$ cat src/rtl/kypd_scan_ctrl.sv
// PmodKYPD scanner: column drive, row debounce, key queue with sticky overflow.
// Define KYPD_FIFO_EN for a 4-entry key FIFO; otherwise a single holding register is used.
module kypd_scan_ctrl #(
  parameter int PRESCALE_BITS  = 20,
  parameter int DEBOUNCE_SCANS = 3
) (
  input  logic       clk,
  input  logic       rst_n,
  output logic [3:0] col_n,
  input  logic [3:0] row_n,
  output logic [3:0] key_code,
  output logic       key_valid,
  input  logic       key_ack,
  output logic       key_down,
  output logic       overflow,
  input  logic       ovf_clr
);

`ifdef KYPD_FIFO_EN
  localparam int DEPTH = 4;
`else
  localparam int DEPTH = 1;
`endif
  localparam logic [2:0] DEPTH_C = 3'(DEPTH);
  localparam logic [3:0] DB_N    = 4'(DEBOUNCE_SCANS);

  typedef enum logic [1:0] {SCAN, DEBOUNCE, PUSH, HELD} state_t;

  logic [3:0]               row_meta, row_sync;
  logic [PRESCALE_BITS-1:0] presc;
  logic                     tick;

  state_t     state, state_nx;
  logic [1:0] col, col_nx;
  logic [1:0] cap_row, cap_row_nx;
  logic [1:0] cap_col, cap_col_nx;
  logic [3:0] match_cnt, match_nx;
  logic [3:0] rel_cnt, rel_nx;
  logic       push, clear_down;
  logic       any_low;
  logic [1:0] low_row;
  logic [3:0] push_code;

  logic [3:0]       q_data [DEPTH];
  logic [3:0]       d_nx   [DEPTH];
  logic [DEPTH-1:0] q_vld, v_nx;
  logic [2:0]       q_cnt, cnt_nx;
  logic             pop, full, ovf_set;

  // Rows come straight from the keypad pins and are asynchronous to clk.
  always_ff @(posedge clk or negedge rst_n) begin
    if (!rst_n) begin
      row_meta <= 4'hF;
      row_sync <= 4'hF;
    end else begin
      row_meta <= row_n;
      row_sync <= row_meta;
    end
  end

  always_ff @(posedge clk or negedge rst_n) begin
    if (!rst_n) begin
      presc <= '0;
      tick  <= 1'b0;
    end else begin
      presc <= presc + 1'b1;
      tick  <= (presc == '1);
    end
  end

  assign any_low = ~&row_sync;

  always_comb begin
    low_row = 2'd3;
    if (!row_sync[2]) low_row = 2'd2;
    if (!row_sync[1]) low_row = 2'd1;
    if (!row_sync[0]) low_row = 2'd0;
  end

  function automatic logic [3:0] key_map(input logic [1:0] r, input logic [1:0] c);
    logic [3:0] k;
    unique case ({r, c})
      4'h0: k = 4'h1;  4'h1: k = 4'h2;  4'h2: k = 4'h3;  4'h3: k = 4'hA;
      4'h4: k = 4'h4;  4'h5: k = 4'h5;  4'h6: k = 4'h6;  4'h7: k = 4'hB;
      4'h8: k = 4'h7;  4'h9: k = 4'h8;  4'hA: k = 4'h9;  4'hB: k = 4'hC;
      4'hC: k = 4'h0;  4'hD: k = 4'hF;  4'hE: k = 4'hE;  default: k = 4'hD;
    endcase
    return k;
  endfunction

  assign push_code = key_map(cap_row, cap_col);
  assign col_n     = ~(4'b0001 << col);

  always_ff @(posedge clk or negedge rst_n) begin
    if (!rst_n) begin
      state     <= SCAN;
      col       <= 2'd0;
      cap_row   <= 2'd0;
      cap_col   <= 2'd0;
      match_cnt <= 4'd0;
      rel_cnt   <= 4'd0;
      key_down  <= 1'b0;
    end else begin
      state     <= state_nx;
      col       <= col_nx;
      cap_row   <= cap_row_nx;
      cap_col   <= cap_col_nx;
      match_cnt <= match_nx;
      rel_cnt   <= rel_nx;
      if (push)            key_down <= 1'b1;
      else if (clear_down) key_down <= 1'b0;
    end
  end

  // The column stays parked on the captured key through DEBOUNCE and HELD,
  // so a second key on another column cannot disturb a held press.
  always_comb begin
    state_nx   = state;
    col_nx     = col;
    cap_row_nx = cap_row;
    cap_col_nx = cap_col;
    match_nx   = match_cnt;
    rel_nx     = rel_cnt;
    push       = 1'b0;
    clear_down = 1'b0;
    unique case (state)
      SCAN: begin
        if (tick) begin
          if (any_low) begin
            cap_row_nx = low_row;
            cap_col_nx = col;
            match_nx   = 4'd0;
            state_nx   = DEBOUNCE;
          end else begin
            col_nx = col + 2'd1;
          end
        end
      end
      DEBOUNCE: begin
        if (tick) begin
          if (!row_sync[cap_row]) begin
            match_nx = match_cnt + 4'd1;
            if (match_cnt + 4'd1 == DB_N) state_nx = PUSH;
          end else begin
            state_nx = SCAN;
            col_nx   = col + 2'd1;
          end
        end
      end
      PUSH: begin
        push     = 1'b1;
        rel_nx   = 4'd0;
        state_nx = HELD;
      end
      HELD: begin
        if (tick) begin
          if (&row_sync) begin
            rel_nx = rel_cnt + 4'd1;
            if (rel_cnt + 4'd1 == DB_N) begin
              clear_down = 1'b1;
              state_nx   = SCAN;
              col_nx     = col + 2'd1;
            end
          end else begin
            rel_nx = 4'd0;
          end
        end
      end
      default: state_nx = SCAN;
    endcase
  end

  assign pop  = q_vld[0] & key_ack;
  assign full = (q_cnt == DEPTH_C);

  // Shift queue: entry 0 is always the head, so key_code/key_valid are flop outputs.
  // A pop frees a slot in the same cycle, letting a push into a full queue land.
  always_comb begin
    d_nx    = q_data;
    v_nx    = q_vld;
    cnt_nx  = q_cnt;
    ovf_set = 1'b0;
    if (pop) begin
      for (int i = 0; i < DEPTH - 1; i++) begin
        d_nx[i] = q_data[i+1];
        v_nx[i] = q_vld[i+1];
      end
      v_nx[DEPTH-1] = 1'b0;
      cnt_nx        = q_cnt - 3'd1;
    end
    if (push) begin
      if (full && !pop) begin
        ovf_set = 1'b1;
      end else begin
        for (int i = 0; i < DEPTH; i++) begin
          if (3'(i) == cnt_nx) begin
            d_nx[i] = push_code;
            v_nx[i] = 1'b1;
          end
        end
        cnt_nx = cnt_nx + 3'd1;
      end
    end
  end

  always_ff @(posedge clk or negedge rst_n) begin
    if (!rst_n) begin
      for (int i = 0; i < DEPTH; i++) q_data[i] <= 4'h0;
      q_vld    <= '0;
      q_cnt    <= 3'd0;
      overflow <= 1'b0;
    end else begin
      q_data <= d_nx;
      q_vld  <= v_nx;
      q_cnt  <= cnt_nx;
      if (ovf_set)      overflow <= 1'b1;
      else if (ovf_clr) overflow <= 1'b0;
    end
  end

  assign key_code  = q_data[0];
  assign key_valid = q_vld[0];

endmodule
$ cat config.mk
export PLATFORM = sky130hd
export DESIGN_NAME = kypd_scan_ctrl
export DESIGN_NICKNAME = d
export VERILOG_FILES = /design/src/rtl/kypd_scan_ctrl.sv
export SDC_FILE = /design/constraint.sdc
export NUM_CORES = 1
export LEC_CHECK = 0
export CORE_MARGIN = 2
export CORE_UTILIZATION = 40
export DETAILED_ROUTE_END_ITERATION = 8
export GPL_TIMING_DRIVEN = 0
export REMOVE_ABC_BUFFERS = 1
export SETUP_SLACK_MARGIN = 0.3
export SLEW_MARGIN = 15
export SYNTH_ARGS = -nofsm -noshare
export SYNTH_HDL_FRONTEND = slang
export SYNTH_SLANG_ARGS = --single-unit
$ cat constraint.sdc
create_clock -name clk -period 2.18 [get_ports clk]
set_clock_uncertainty 0.1 [all_clocks]
set_input_delay 0.436 -clock clk [delete_from_list [all_inputs] [get_ports clk]]
set_output_delay 0.436 -clock clk [all_outputs]
set_load 0.005 [all_outputs]
==> impl_results.md <==
- Total CTS buffers: 5
- CP arrival: 1.92 ns
- Final wirelength: 4.64 mm
- Leakage: 0.00140 uW
- Syn avg cell area: 10.2 sq um
- Asr flop ratio synth: 1.00
- Die width: 86.9 um
- FF+latch count, synth: 55
- Worst-margin pin slew: 0.677 ns
- Yosys Warn Count: 0
- Number of global-route vias before repair: 1771
- DRC viols: 0
- Syn-to-layout area delta: 17.0%
- Reg clk slew, reported paths: 0.09 ns
- Area of the core: 6720 sq um
- Final-report hold violation count: 0
- Mapped Area: 2750 sq um
- DR WL/cell: 12.2 um
- WP data required: 2.27 ns
- Placed insts: 362
- Final Cell Area: 3220 sq um
- Final WS setup: 0.348 ns
- Type of the most critical hold path: in -> async
- Most used DFF post-synth: dfrtp_1
- Run status: finished clean
- Vias post-DR: 1904
- HPWL after detailed placement: 3.01 mm
- Post-DP Area: 3000 sq um
- Final core occ: 0.479
- Post-Syn Instances: 269
- Starting Density: 0.409
- Max-cap viol count: 0
- Antenna-violating nets left: 0
- CP max stage delay: 0.52 ns
- GR Util All Layers: 0.133
- Die height: 86.9 um
- Placement Setup Slack: -0.285 ns
- Nets@finish: 323
- CTS Hold Bufs: 0
- Cell variety after synth: 45
- Period minus WS final: 1.83 ns
- Non-Filler Instances: 380
- Cell area power density: 560 nW/um^2
- R2R Path Start: cap_row[1]$_DFFE_PN0P_
- CTS Buffer Depth: 2
- CP max stage cell: mux4_2
- FF-to-FF setup slack: 0.35 ns
- Worst-path fanout max: 3
- Setup-failing EPs final: 0
- Root buffer cell: clkbuf_8
- Clk_lat worst skew: 0.30 ns
- Register area share after synthesis: 0.504
- Worst slew margin: 0.549
- First-pass GRT wire length: 8.01 mm
- CTS sink count: 55
- Die Area: 7560 sq um
- Worst vdd ir: 0.350 mV
- ANT cells: 0
- Reg2Reg Depth: 5
- EDFF count, synth: 0
- Period utilisation layout: 0.840
- Vias/cell: 5.01
- Pre-Repair DR Iteration Count: 4
- Crit Reg-Reg Endpoint: col[1]$_DFFE_PN0P_
- CP Capture Type: register
- FP Rows: 30
- Most frequent CP cell: mux2_4
- RSZ-0062 raised after global routing: no
- Aggregate global routing overflow: 0
- CTS tree: yes
- Placer Congestion: 0.778
- Setup crit start kind: register
- I/O Buffers: 18
- Max H-tree Level: 2
- Number of DRC markers in iteration 0: 92
- Initial antenna violation count: 0
- Share of cells above drive strength 1: 0.190
- I/O Pins: 19
- Largest net degree at the start of global routing: 56
- Max Fclk: 546 MHz
- Kind of critical path: reg -> reg
- CP Cell Sequence: mux4_2 -> mux2_4 -> nand2_2 -> o21ai_2 -> mux2_4
- Slew Viols, Final: 0
[area by class of cell]
class	instances	area, sq um
flip-flops and latches	55	1390
fillers	622	3500
well taps	80	100
clock inverters	2	37.5
repair buffers	28	240
clock buffers	6	72.6
multi-input cells	183	1280
inverters	26	97.6
[metrics by stage]
stage / power (uW) / hold slack, ns / TNS, ns
finish: 1800 / 0.0574 / 0
CTS: 1830 / 0.0906 / 0
floorplan: 1110 / 0.0404 / 0
global route: 1880 / 0.130 / 0
global placement: 1150 / 0.246 / -59.09
detailed placement: 1150 / 0.248 / -1.35
[sequential cells by signal, summed over array words and instances, names as in the netlist, 2 cells and up, named ones only]
register,count
cap_col,2
cap_row,2
col,2
key_code,4
match_cnt,4
presc,20
q_cnt,3
rel_cnt,4
row_meta,4
row_sync,4
[cells in the mapped netlist (2+ instances only)]
master,number,area share
nand2_1,31,0.042
mux2_4,2,0.011
o22ai_1,2,0.0045
dfstp_2,8,0.076
inv_1,26,0.035
nand4_1,6,0.014
nor2_1,14,0.019
a21oi_1,3,0.0055
nand3b_1,3,0.0082
xnor2_1,17,0.054
o21ai_0,28,0.051
nand3_1,15,0.027
xor2_1,8,0.025
and2_1,2,0.0045
a31oi_1,2,0.0045
nor4_1,2,0.0045
ha_1,16,0.073
dfrtp_1,47,0.43
nor3_1,6,0.011
mux2_2,5,0.020
clkbuf_1,2,0.0027
[metal layers]
metal,track usage,vias to the layer above,wire (um)
met5,0,-,0
met1,0.178,912,2210
li1,-,965,-
met3,0.0227,5,131
met4,0.0440,0,53
met2,0.219,22,2250
[power by group]
| part | leakage, uW | internal (uW) | switching, uW |
|---|---|---|---|
| clock network | 0.0000514 | 343 | 320 |
| logic | 0.000627 | 36.8 | 55.1 |
| registers | 0.000720 | 1040 | 8.13 |
[logic make-up after synthesis]
family,after synthesis,share of synthesized area
xor+xnor,25,0.0796
compound gates,46,0.0987
buf+inv,31,0.0468
mux,8,0.0396
flops,55,0.504
simple gates,88,0.159
fa+ha+maj,16,0.0728
[how the worst max path moves through the flow]
stage | endpoint | start | slack [ns] | depth (start not counted)
3_5_place_dp | key_code[3]$_DFFE_PN0P_ | key_ack | -0.29 | 7
5_1_grt | match_cnt[2]$_DFFE_PN0P_ | cap_row[1]$_DFFE_PN0P_ | 0.27 | 5
6_report | col[1]$_DFFE_PN0P_ | cap_row[1]$_DFFE_PN0P_ | 0.35 | 5
3_3_place_gp | presc[11]$_DFF_PN0_ | rst_n | -1.14 | 1
2_1_floorplan | col[1]$_DFFE_PN0P_ | cap_row[1]$_DFFE_PN0P_ | 0.26 | 5
4_1_cts | col_n[0] | col[0]$_DFFE_PN0P_ | 0.29 | 5
[critical path: cells and delay by family, from the launching register on]
| family | cells | cell delay [ns] |
|---|---|---|
| compound gates | 1 | 0.07 |
| mux | 3 | 1.10 |
| simple gates | 1 | 0.07 |
| flops | 1 | 0.38 |
[placed cells by master, fill, tap and decap left out, types with 5 or more instances in the layout]
cell type,count
dfrtp_1,45
nand2_1,30
o21ai_0,26
inv_1,23
xnor2_1,17
ha_1,14
nand3_1,13
nor2_1,13
clkdlybuf4s50_1,12
buf_4,11
xor2_1,8
dfstp_2,8
nand4_1,6
nor3_1,5
mux2_2,5
clkbuf_8,5
[timing repair]
item,in CTS,in global routing
resized for setup,16,13
pin swaps,1,2
setup buffers,8,2
endpoints found under the setup margin,16,13
(Power assumes the default switching activity.)
